**config.mk**
```make
export PLATFORM = sky130hd
export DESIGN_NAME = conv_encoder
export DESIGN_NICKNAME = d
export VERILOG_FILES = /design/src/rtl/conv_encoder.sv
export SDC_FILE = /design/constraint.sdc
export NUM_CORES = 1
export LEC_CHECK = 0
export CAP_MARGIN = 20
export CORE_MARGIN = 10
export CORE_UTILIZATION = 45
export CTS_CLUSTER_SIZE = 24
export DETAILED_ROUTE_END_ITERATION = 7
export PLACE_DENSITY_LB_ADDON = 0.12
export SLEW_MARGIN = 20
export SYNTH_ARGS = -nofsm -noshare
export SYNTH_HDL_FRONTEND = slang
export SYNTH_SLANG_ARGS = --single-unit
```
**constraint.sdc**
```tcl
create_clock -name Clk -period 3.4 [get_ports Clk]
set_input_delay 1.02 -clock Clk [delete_from_list [all_inputs] [get_ports Clk]]
set_output_delay 1.02 -clock Clk [all_outputs]
set_load 0.01 [all_outputs]
```
**src/rtl/conv_encoder.sv**
```systemverilog
// K=7 rate-1/2 convolutional encoder with a bit-wide input FIFO and a serial
// A/B output stream; encoder state runs continuously across frames.
module conv_encoder #(
  parameter int unsigned FRAME_BITS = 24,
  parameter int unsigned FIFO_DEPTH = 4,
  parameter logic [6:0]  G_A        = 7'o133,
  parameter logic [6:0]  G_B        = 7'o171
) (
  input  logic Clk,
  input  logic reset,
  input  logic in,
  input  logic valid_in,
  output logic in_ready,
  output logic out,
  output logic valid_out,
  input  logic out_ready,
  output logic frame_start
);

  localparam int unsigned PTR_W  = $clog2(FIFO_DEPTH);
  localparam int unsigned FCNT_W = (FRAME_BITS > 1) ? $clog2(FRAME_BITS) : 1;

  typedef enum logic [1:0] {IDLE, EMIT_A, EMIT_B} state_t;

  state_t              state, state_n;
  logic [FIFO_DEPTH-1:0] fifo_mem;
  logic [PTR_W-1:0]    wr_ptr, rd_ptr;
  logic [PTR_W:0]      count;
  logic [5:0]          sr;
  logic [FCNT_W-1:0]   fcnt;
  logic                b_hold;
  logic                fifo_full, fifo_empty;
  logic                push, pop;
  logic                head, code_a, code_b;

  assign fifo_full  = (count == (PTR_W+1)'(FIFO_DEPTH));
  assign fifo_empty = (count == '0);
  // Forced high while reset is asserted so upstream never sees backpressure then.
  assign in_ready   = !fifo_full || !reset;
  assign push       = valid_in && !fifo_full;

  assign head   = fifo_mem[rd_ptr];
  assign code_a = ^(G_A & {head, sr});
  assign code_b = ^(G_B & {head, sr});

  always_comb begin
    state_n = state;
    pop     = 1'b0;
    case (state)
      IDLE: begin
        if (!fifo_empty) begin
          pop     = 1'b1;
          state_n = EMIT_A;
        end
      end
      EMIT_A: begin
        if (out_ready) state_n = EMIT_B;
      end
      EMIT_B: begin
        if (out_ready) begin
          if (!fifo_empty) begin
            pop     = 1'b1;
            state_n = EMIT_A;
          end else begin
            state_n = IDLE;
          end
        end
      end
      default: state_n = IDLE;
    endcase
  end

  always_ff @(posedge Clk) begin
    if (!reset) begin
      state       <= IDLE;
      fifo_mem    <= '0;
      wr_ptr      <= '0;
      rd_ptr      <= '0;
      count       <= '0;
      sr          <= '0;
      fcnt        <= '0;
      b_hold      <= 1'b0;
      out         <= 1'b0;
      valid_out   <= 1'b0;
      frame_start <= 1'b0;
    end else begin
      state <= state_n;
      if (push) begin
        fifo_mem[wr_ptr] <= in;
        wr_ptr           <= wr_ptr + 1'b1;
      end
      if (pop) rd_ptr <= rd_ptr + 1'b1;
      case ({push, pop})
        2'b10:   count <= count + 1'b1;
        2'b01:   count <= count - 1'b1;
        default: count <= count;
      endcase

      // A pop loads both coded bits at once; B waits in b_hold until A is taken.
      if (pop) begin
        out         <= code_a;
        b_hold      <= code_b;
        sr          <= {head, sr[5:1]};
        valid_out   <= 1'b1;
        frame_start <= (fcnt == '0);
        fcnt        <= (fcnt == FCNT_W'(FRAME_BITS - 1)) ? '0 : fcnt + 1'b1;
      end else if (state == EMIT_A && out_ready) begin
        out         <= b_hold;
        frame_start <= 1'b0;
      end else if (state == EMIT_B && out_ready) begin
        valid_out   <= 1'b0;
      end
    end
  end

endmodule

```
; Word-level counts from Yosys, hierarchy flattened
; Cells that the tools add are included.
; Widths: inputs -> output; s select.
[totals]
in_bits = 5
output_inout_bits = 4
wordCells = 68
reg_bits = 28
[op_classes]
muxes = 22
magnitude_cmp = 3
eq_ne = 10
add_sub_neg = 5
reduce_logical = 17
[op_table]
columns = op, n
row1 = $reduce_xor 7->1, 2
row2 = $mux 1, 12
row3 = $ne 2x2->1 const B, 4
row4 = $lt 2x3->1 const B, 2
row5 = $mux 2, 3
row6 = $pmux 2 s3, 1
row7 = $pmux 3 s2, 1
row8 = $reduce_bool 2->1, 3
row9 = $add 5x1->5 const B, 1
row10 = $eq 5x5->1 const B, 1
row11 = $logic_not 5->1, 1
row12 = $mux 5, 1
row13 = $add 2x1->2 const B, 2
row14 = $bwmux 4, 1
row15 = $eq 2x1->1 const B, 2
row16 = $eq 2x2->1 const B, 2
row17 = $logic_and 1x1->1, 4
row18 = $add 3x1->3 const B, 1
row19 = $eq 3x3->1 const B, 1
row20 = $logic_not 3->1, 1
row21 = $reduce_and 3->1, 1
row22 = $sub 3x1->3 const B, 1
row23 = $bmux 1 s2, 1
row24 = $demux 1 s2, 1
row25 = other kinds (6), 7

; Longest topological paths before layout
; Gate-level depths: netlist of the first run.
[logic_depth]
ltp_word = 6
depth_mapped = 11
ltp_nobuf = 9

; Worst setup path before layout of the first run
; No wires, ideal clock.
[synth_timing]
kind = in2reg
startpoint = in out_ready
endpoint = reg count[2]
path_stages = 11
arrival_time_ps = 2871
n_path_buf = 2
path_slack_ps = 454
required_time_ps = 3324
cell_sequence = nor2b_1 or3_1 buf_2 clkinv_2 buf_6 ha_1 inv_1 fa_1 xor2_1 or3_1 a21boi_0
[synth_via]
elab_chain_len = 4
word_cells_on_any_way = 6
[synth_lines]
columns = item, line
row1 = "start, declared", 16  ; input logic out_ready,
row2 = $mux 1 *, 60  ; if (out_ready) begin
row3 = $pmux 1 s2 *, 49  ; case (state)
row4 = named net pop, 33  ; logic push, pop;
row5 = $eq 2x1->1 or $eq 2x2->1 (tied branches), 93  ; case ({push, pop})
row6 = $pmux 3 s2 or $reduce_bool 2->1 (tied branches), --
row7 = "end signal, assigned", 94  ; 2'b10: count <= count + 1'b1;
row8 = "end signal, assigned", 95  ; 2'b01: count <= count - 1'b1;
row9 = "end signal, assigned", 96  ; default: count <= count;
row10 = "end, declared", 28  ; logic [PTR_W:0] count;
; Mark *: on every way through the listed nets, which the timed path passes. The rest lies on a longest branch.
; A chain may end at the register's enable or synchronous reset.

; Worst setup path in the final report of the first run
[layout_timing]
startpoint = in reset
endpoint = out in_ready
[layout_via]
elab_chain_len = 2
[layout_lines]
columns = item, line
row1 = "start, declared", 10  ; input logic reset,
row2 = $logic_not 1->1, --
row3 = $logic_or 1x1->1, 39  ; assign in_ready = !fifo_full || !reset;
row4 = "end, declared", 13  ; output logic in_ready,
; Every way passes these cells.

==> impl_metrics.py, run 1 <==
metrics = {
    "outcome": {
        "status": "complete, no violations",
    },
    "synth": {
        "netlist_area_um2": 1400,
        "syn_inst": 149,
        "synth_cell_types": 35,
        "yosys_register_bits": 28,
        "seq_area_frac_synth": 0.400,
        "syn_nets": 162,
        "synth_area_per_cell_um2": 9.40,
        "yosysWarnings": 0,
    },
    "routing": {
        "num_vias": 1011,
        "drc": 0,
        "drt_iter0_markers": 48,
        "drt-total-wl_um": 2420,
        "final_antenna_net_count": 0,
        "wire_per_inst_um": 12.0,
        "vias_per_cell": 5.00,
        "dr.pass1.iters": 4,
    },
    "sta": {
        "finalWorstSetupSlack_ns": 0.239,
        "grt_setup_unrepaired": "false",
        "drv_slew": 0,
        "final_hold_viol_count": 0,
        "fin_tns_setup_ns": 0,
        "tightestPinTransition_ns": 0.673,
        "max_freq_mhz": 316,
        "setup_viol": 0,
        "period_share": 0.930,
        "fin_worst_skew_ns": 0.00853,
        "post-route-min-period_ns": 3.16,
        "maxSlewHeadroom": 0.547,
    },
    "worst_setup_path": {
        "cp_cell_sequence": "clkdlybuf4s50_1 -> nand4_1 -> clkdlybuf4s50_1",
        "crit_slowest_cell": "clkdlybuf4s50_1",
        "r2r_slack_ns": 1.01,
        "cpPeakStageDelay_ns": 0.52,
        "crit_arrival_ns": 2.14,
        "path_class": "in2out",
        "start_kind": "input port",
        "cp_common_cell": "clkdlybuf4s50_1",
        "crit_fanout": 2,
        "critPathRequiredTime_ns": 2.38,
        "worstSetupEndpointType": "output port",
    },
    "cts": {
        "post_cts_resized": 0,
        "cts_hold_buf": 0,
        "htreeDepth": 1,
        "clkTransAtPathRegs_ns": 0.15,
        "insertion_delay_ns": 0.33,
        "clk_path_buf_depth": 2,
        "cts_tree": "built",
        "clock-root-buffer": "clkbuf_4",
        "clock_sinks": 28,
        "post_cts_buffers": 0,
        "cts_buffers": 3,
    },
    "power": {
        "p_clk_frac": 0.189,
        "leakagePower_uw": 0.000602,
        "power-per-cell-area_nw_per_um2": 729,
        "p_int_uw": 740,
        "pwr-share-seq": 0.398,
        "combPwrFrac": 0.413,
        "switching_power_uw": 412,
        "peakVddDrop_mv": 0.268,
        "switching_share": 0.358,
    },
    "die": {
        "core-area_um2": 3030,
        "rows": 20,
        "die_area_um2": 5740,
        "start_util": 0.462,
        "io_pins": 9,
        "die_h_um": 75.8,
        "die_x_um": 75.8,
    },
    "cells_and_area": {
        "final_net_count": 172,
        "final_common_cell": "dfxtp_1",
        "area_growth_pct": 13.0,
        "antennaDiodeCount": 0,
        "layout-drive-gt1-share": 0.0696,
        "layout_common_cells": "dfxtp_1, nand2_1, nand3_1",
    },
    "grt": {
        "grt_start_max_net_pins": 33,
        "grt_pass1_wl_um": 4240,
        "grt_antenna_before_repair": 0,
        "global_route.usage.total": 0.0951,
        "grt.overflow.total": 0,
        "grt_pass1_vias": 952,
    },
    "placed_design": {
        "port_buffers": 8,
        "gp_congestion": 0.717,
        "dp_hpwl_um": 1790,
        "dp_slack_ns": 0.0863,
    },
    "min_path": {
        "hold_class": "reg2reg",
    },
    "job": {
        "drv_cap": 0,
    },
}
[worst paths after layout]
path / from / to / depth (start not counted)
max: reset / in_ready / 3
min: sr[2] / sr[1] / 2
max reg2reg: count[2] / count[2] / 8
min reg2reg: sr[2] / sr[1] / 2
[sequential cells by signal, indices dropped and copies added (netlist names)]
register / count
b_hold: 1
count: 3
fcnt: 5
fifo_mem: 4
frame_start: 1
out: 1
rd_ptr: 2
sr: 6
state: 2
valid_out: 1
wr_ptr: 2
[logic make-up (layout without fill, tap and decap cells)]
| family | count (synthesis) | count (layout) | synth area share |
|---|---|---|---|
| DFF | 28 | 28 | 0.400 |
| xor gates and xnor gates | 9 | 9 | 0.0661 |
| AOI/OAI and AO/OA | 21 | 21 | 0.113 |
| and+or+nand+nor | 61 | 61 | 0.237 |
| muxes | 7 | 7 | 0.0590 |
| buffers and inverters | 15 | 24 | 0.0483 |
| adders and majority gates | 8 | 8 | 0.0769 |
[critical path: cells and delay by family]
family / cells / cell delay [ns]
buf+inv: 2 / 1.01
simple gates: 1 / 0.11
[layout make-up]
class	instances	area (um2)
repair buffers	12	110
clock inverters	1	30.0
multi-input cells	106	772
fillers	279	1450
clock buffers	3	22.5
inverters	8	31.3
well taps	44	55.1
flip-flops and latches	28	561
[Yosys cell counts]
library cell  instances  share of area
buf_6                 1         0.0080
a2111o_1              1         0.0080
o221ai_1              1         0.0063
o21ai_0               3          0.011
nor4_1                1         0.0045
clkinv_2              1         0.0036
mux4_2                1          0.016
clkbuf_1              4          0.011
dfxtp_1              28           0.40
nor2b_1               7          0.031
nor3_2                1         0.0071
buf_2                 2         0.0071
nand3_1              10          0.036
a21boi_1              7          0.038
nand4_1               1         0.0045
xnor3_1               1          0.016
nand3b_1              2          0.011
o211ai_1              1         0.0054
or3b_1                1         0.0063
xnor2_1               5          0.031
nand2_1              23          0.062
nand4b_1              2          0.013
xor2_1                3          0.019
and2_1                6          0.027
inv_1                 7          0.019
nor2_1                1         0.0027
fa_1                  1          0.014
o21a_1                1         0.0054
nor4b_1               3          0.019
or3_1                 2         0.0089
nor3b_1               1         0.0054
ha_1                  7          0.063
a21boi_0              6          0.032
o211a_1               1         0.0071
mux2i_1               6          0.043
[per-stage QoR]
| stage | cell area (um2) | power [uW] | hold slack, ns | utilization | cells |
|---|---|---|---|---|---|
| after floorplan | 1400 | 833 | 0.431 | - | 149 |
| after global placement | 1530 | 930 | 0.438 | 0.505 | 198 |
| after detailed placement | 1530 | 949 | 0.450 | 0.505 | 198 |
| after CTS | 1580 | 1170 | 0.470 | 0.522 | 202 |
| after global routing | 1580 | 1260 | 0.493 | 0.522 | 202 |
| final | 1580 | 1150 | 0.471 | 0.522 | 202 |
[layer usage]
layer  vias up  global-route usage  routed length [um]
met5         -                   0                   0
met4         0              0.0247                  19
met3         2              0.0352                  67
met2         7               0.158                1190
met1       477               0.113                1150
li1        525                   -                   -
[power groups by stage]
stage               sequential, uW  combinational, uW  clock (uW)
floorplan                      458                374           0
global placement               462                468           0
detailed placement             467                482           0
CTS                            460                485         223
global route                   469                548         239
finish                         459                475         218
Note: power is estimated with default switching activity, not from simulation.
==> run 2, diff against run 1 <==
GPL_TIMING_DRIVEN = 0   (was default)
==> run 2 against run 1 <==
  * Sequential power about the same
  * Count of clock-buffer cells in the layout unchanged
  * Non-clock buffer count up 2
  * Global-route usage rose by 0.88 points
  * Cell count grew 0.99%
  * Largest power group unchanged
  * Highest routed layer unchanged
==> impl_metrics.py, run 2 (synthesis gave the netlist of run 1 again) <==
metrics = {
    "sta": {
        "drv_slew": 0,
        "tightestPinTransition_ns": 0.600,
        "period_share": 0.938,
        "fin_worst_skew_ns": 0.00795,
        "fin_tns_setup_ns": 0,
        "max_freq_mhz": 314,
        "grt_setup_unrepaired": "false",
        "post-route-min-period_ns": 3.19,
        "maxSlewHeadroom": 0.597,
        "setup_viol": 0,
        "final_hold_viol_count": 0,
    },
    "cells_and_area": {
        "stdcell_count": 204,
        "area_growth_pct": 13.2,
        "final_net_count": 174,
        "layout_common_cells": "dfxtp_1, nand2_1, nand3_1",
        "final_common_cell": "dfxtp_1",
        "top_register": "sr",
        "largest_reg_flops": 6,
        "layout-drive-gt1-share": 0.0625,
        "reg_top3": "sr: 6 flops, fcnt: 5 flops, fifo_mem: 4 flops",
        "antennaDiodeCount": 0,
    },
    "routing": {
        "drc": 0,
        "final_antenna_net_count": 0,
        "drt-total-wl_um": 2560,
        "num_vias": 1028,
        "dr.pass1.iters": 4,
        "drt_iter0_markers": 57,
        "vias_per_cell": 5.04,
        "wire_per_inst_um": 12.5,
    },
    "grt": {
        "grt_start_max_net_pins": 17,
        "global_route.usage.total": 0.104,
        "grt.overflow.total": 0,
        "grt_pass1_vias": 1016,
        "grt_antenna_before_repair": 0,
        "grt_pass1_wl_um": 4600,
    },
    "worst_setup_path": {
        "crit_fanout": 15,
        "path_class": "in2out",
        "start_kind": "input port",
        "crit_slowest_cell": "dlygate4sd2_1",
        "critPathRequiredTime_ns": 2.38,
        "worstSetupEndpointType": "output port",
        "crit_arrival_ns": 2.17,
        "cpPeakStageDelay_ns": 0.50,
        "worstRegToRegCells": 11,
        "cp_cell_sequence": "dlygate4sd2_1 -> nand4_1 -> clkdlybuf4s50_1",
    },
    "placed_design": {
        "gp_congestion": 0.852,
        "dp_hpwl_um": 1930,
        "port_buffers": 8,
        "dpl.cell_count": 201,
    },
    "die": {
        "die_x_um": 75.8,
        "io_pins": 9,
        "die_h_um": 75.8,
        "rows": 20,
        "die_area_um2": 5740,
        "start_util": 0.462,
        "core-area_um2": 3030,
    },
    "cts": {
        "clk_path_buf_depth": 2,
        "clock_sinks": 28,
        "cts_tree": "built",
        "clock-root-buffer": "clkbuf_4",
        "cts_hold_buf": 0,
        "htreeDepth": 1,
        "cts_buffers": 3,
        "insertion_delay_ns": 0.33,
        "clkTransAtPathRegs_ns": 0.16,
    },
    "power": {
        "peakVddDrop_mv": 0.274,
        "power-per-cell-area_nw_per_um2": 738,
        "leakagePower_uw": 0.000610,
    },
    "outcome": {
        "status": "complete, no violations",
    },
    "min_path": {
        "hold_class": "reg2reg",
        "hold_depth": 2,
    },
    "job": {
        "drv_cap": 0,
    },
}
run 2: metal layers:
metal | global-route usage | up-vias | share of wire
met5 | 0 | - | 0
met4 | 0.0433 | 0 | 0.011
met3 | 0.0221 | 4 | 0.028
met2 | 0.167 | 9 | 0.48
met1 | 0.131 | 489 | 0.48
li1 | - | 526 | -
run 2: final cells by class:
| type | count | area [um2] |
|---|---|---|
| plain buffers | 6 | 32.5 |
| repair buffers | 8 | 81.3 |
| multi-input cells | 106 | 772 |
| clock buffers | 3 | 22.5 |
| clock inverters | 1 | 30.0 |
| inverters | 8 | 31.3 |
| fillers | 281 | 1440 |
| flip-flops and latches | 28 | 561 |
| well taps | 44 | 55.1 |
run 2: per-stage QoR:
step | hold WS [ns] | power [uW] | area (um2) | setup slack, ns | utilization
final | 0.473 | 1170 | 1590 | 0.212 | 0.524
after global routing | 0.497 | 1280 | 1590 | 0.148 | 0.524
after CTS | 0.478 | 1190 | 1580 | 0.0110 | 0.523
after detailed placement | 0.458 | 961 | 1540 | -0.348 | 0.507
after global placement | 0.436 | 945 | 1540 | -0.271 | 0.507
after floorplan | 0.431 | 833 | 1400 | 0.454 | -
run 2: path summary, 6_finish.rpt:
path	startpoint	slack [ns]	end
worst max register to register	state[1]	0.79	count[2]
worst min register to register	valid_out	0.47	valid_out
worst max-delay path	reset	0.21	in_ready
worst min-delay path	valid_out	0.47	valid_out
run 2: where the power goes:
| group | leakage (uW) | internal (uW) | switching (uW) |
|---|---|---|---|
| clock network | 0.0000279 | 119 | 101 |
| registers | 0.000228 | 396 | 64.1 |
| logic | 0.000353 | 231 | 259 |
run 2: worst max-delay path: cells and delay by family:
kind                   cells  cell delay (ns)
buffers and inverters      2             1.00
and+or+nand+nor            1             0.15
run 2: timing repair:
| item | in CTS | in global routing |
|---|---|---|
| endpoints found under the setup margin | 1 | 1 |
| pin swaps | 0 | 0 |
| cloned | 0 | 0 |
| hold endpoints to repair | 0 | 0 |
| gates resized for setup | 1 | 1 |
| setup buffers | 0 | 0 |
==> run 3, diff against run 2 <==
CORE_UTILIZATION = 50   (was 45)
==> run 3 against run 2 <==
  * Worst setup slack gained 0.019 ns
  * Sequential cell count is the same
  * Non-clock buffer count is the same
  * Utilization grew 5.5 points
  * Critical path depth is the same
  * Sequential share of layout area grew 0.37 points
  * Clock power shrank 2%
  * Register-to-register slack gained 0.03 ns
  * Largest cell class unchanged
  * Highest routed layer unchanged
==> impl_metrics.py, run 3 (synthesis gave the netlist of run 1 again) <==
metrics = {
    "cts": {
        "clk_path_buf_depth": 2,
        "cts_hold_buf": 0,
        "cts_tree": "built",
        "clkTransAtPathRegs_ns": 0.15,
        "htreeDepth": 1,
        "insertion_delay_ns": 0.33,
        "clock-root-buffer": "clkbuf_4",
        "cts_buffers": 3,
        "clock_sinks": 28,
    },
    "die": {
        "die_x_um": 72.9,
        "core-area_um2": 2710,
        "io_pins": 9,
        "die_h_um": 72.9,
        "start_util": 0.517,
        "rows": 19,
        "die_area_um2": 5320,
    },
    "grt": {
        "grt_pass1_vias": 1022,
        "grt.overflow.total": 0,
        "grt_antenna_before_repair": 0,
        "grt_pass1_wl_um": 4420,
        "global_route.usage.total": 0.104,
        "grt_start_max_net_pins": 17,
    },
    "cells_and_area": {
        "final_net_count": 174,
        "largest_reg_flops": 6,
        "final_common_cell": "dfxtp_1",
        "area_growth_pct": 12.1,
        "layout_common_cells": "dfxtp_1, nand2_1, nand3_1",
        "fill_cells": 256,
        "top_register": "sr",
        "postLayoutCellArea_um2": 1570,
        "reg_top3": "sr: 6 flops, fcnt: 5 flops, fifo_mem: 4 flops",
        "antennaDiodeCount": 0,
        "layout-drive-gt1-share": 0.0625,
    },
    "min_path": {
        "hold_class": "reg2reg",
    },
    "routing": {
        "vias_per_cell": 5.36,
        "drc": 0,
        "drt-total-wl_um": 2540,
        "wire_per_inst_um": 13.3,
        "drt_iter0_markers": 54,
        "final_antenna_net_count": 0,
        "dr.pass1.iters": 4,
        "num_vias": 1024,
    },
    "sta": {
        "post-route-min-period_ns": 3.17,
        "finalWorstSetupSlack_ns": 0.230,
        "grt_setup_unrepaired": "false",
        "period_share": 0.932,
        "drv_slew": 0,
        "setup_viol": 0,
        "final_hold_viol_count": 0,
        "max_freq_mhz": 316,
        "fin_worst_skew_ns": 0.00723,
        "tightestPinTransition_ns": 0.514,
        "maxSlewHeadroom": 0.654,
    },
    "placed_design": {
        "gp_congestion": 0.853,
        "dp_hpwl_um": 1970,
        "port_buffers": 8,
        "dp_slack_ns": -0.319,
        "placed_cell_area_um2": 1520,
    },
    "power": {
        "pwr-share-seq": 0.395,
        "switching_power_uw": 423,
        "switching_share": 0.362,
        "combPwrFrac": 0.420,
        "p_int_uw": 746,
        "power-per-cell-area_nw_per_um2": 745,
        "leakagePower_uw": 0.000610,
        "peakVddDrop_mv": 0.439,
        "p_clk_frac": 0.185,
    },
    "worst_setup_path": {
        "worstSetupEndpointType": "output port",
        "path_class": "in2out",
        "critPathRequiredTime_ns": 2.38,
        "crit_fanout": 15,
        "crit_arrival_ns": 2.15,
        "start_kind": "input port",
    },
    "outcome": {
        "status": "complete, no violations",
    },
    "job": {
        "drv_cap": 0,
    },
}
run 3: worst paths after layout:
| kind | from | to | slack, ns | depth (start not counted) |
|---|---|---|---|---|
| max | reset | in_ready | 0.23 | 3 |
| min | sr[2] | sr[1] | 0.47 | 2 |
| max reg2reg | state[1] | count[2] | 0.82 | 11 |
| min reg2reg | sr[2] | sr[1] | 0.47 | 2 |
run 3: per-layer routing:
layer | GRT usage | up-vias | part of all wire
met2 | 0.172 | 7 | 0.49
met4 | 0.0527 | 0 | 0.014
met5 | 0 | - | 0
met3 | 0.0245 | 4 | 0.014
li1 | - | 531 | -
met1 | 0.123 | 482 | 0.48
run 3: through the flow:
stage           util  power, uW  hold slack, ns  cells  TNS (ns)
2_1_floorplan      -        833           0.431    149         0
3_3_place_gp   0.560        943           0.436    188    -0.505
3_5_place_dp   0.560        965           0.446    188    -0.584
4_1_cts        0.578       1190           0.466    191         0
5_1_grt        0.579       1270           0.512    191         0
6_report       0.579       1170           0.465    191         0
run 3: critical path, cell delays in order:
cell,delay [ns]
dlygate4sd2_1,0.48
nand4_1,0.15
clkdlybuf4s50_1,0.50
run 3: repair_timing:
item / 4_1_cts / 5_1_grt
buffers inserted: 0 / 0
pin swaps: 0 / 0
endpoints found under the hold margin: 0 / 0
resized for setup: 1 / 1
endpoints found under the setup margin: 1 / 1
run 3: power groups by stage:
stage | registers [uW] | clock network, uW | logic [uW]
after CTS | 461 | 226 | 499
after global placement | 464 | 0 | 479
after floorplan | 458 | 0 | 374
final | 462 | 216 | 491
after detailed placement | 468 | 0 | 496
after global routing | 473 | 240 | 562
run 3: layout make-up:
cell class                 count  area, um2  area share
inverter                       8       31.3      0.0199
clock inverter                 1       30.0      0.0191
multi-input combinational    106        772       0.492
clock buffer                   3       22.5      0.0144
buffer                         6       32.5      0.0207
tap                           31       38.8      0.0247
timing repair buffer           8       81.3      0.0518
sequential                    28        561       0.357
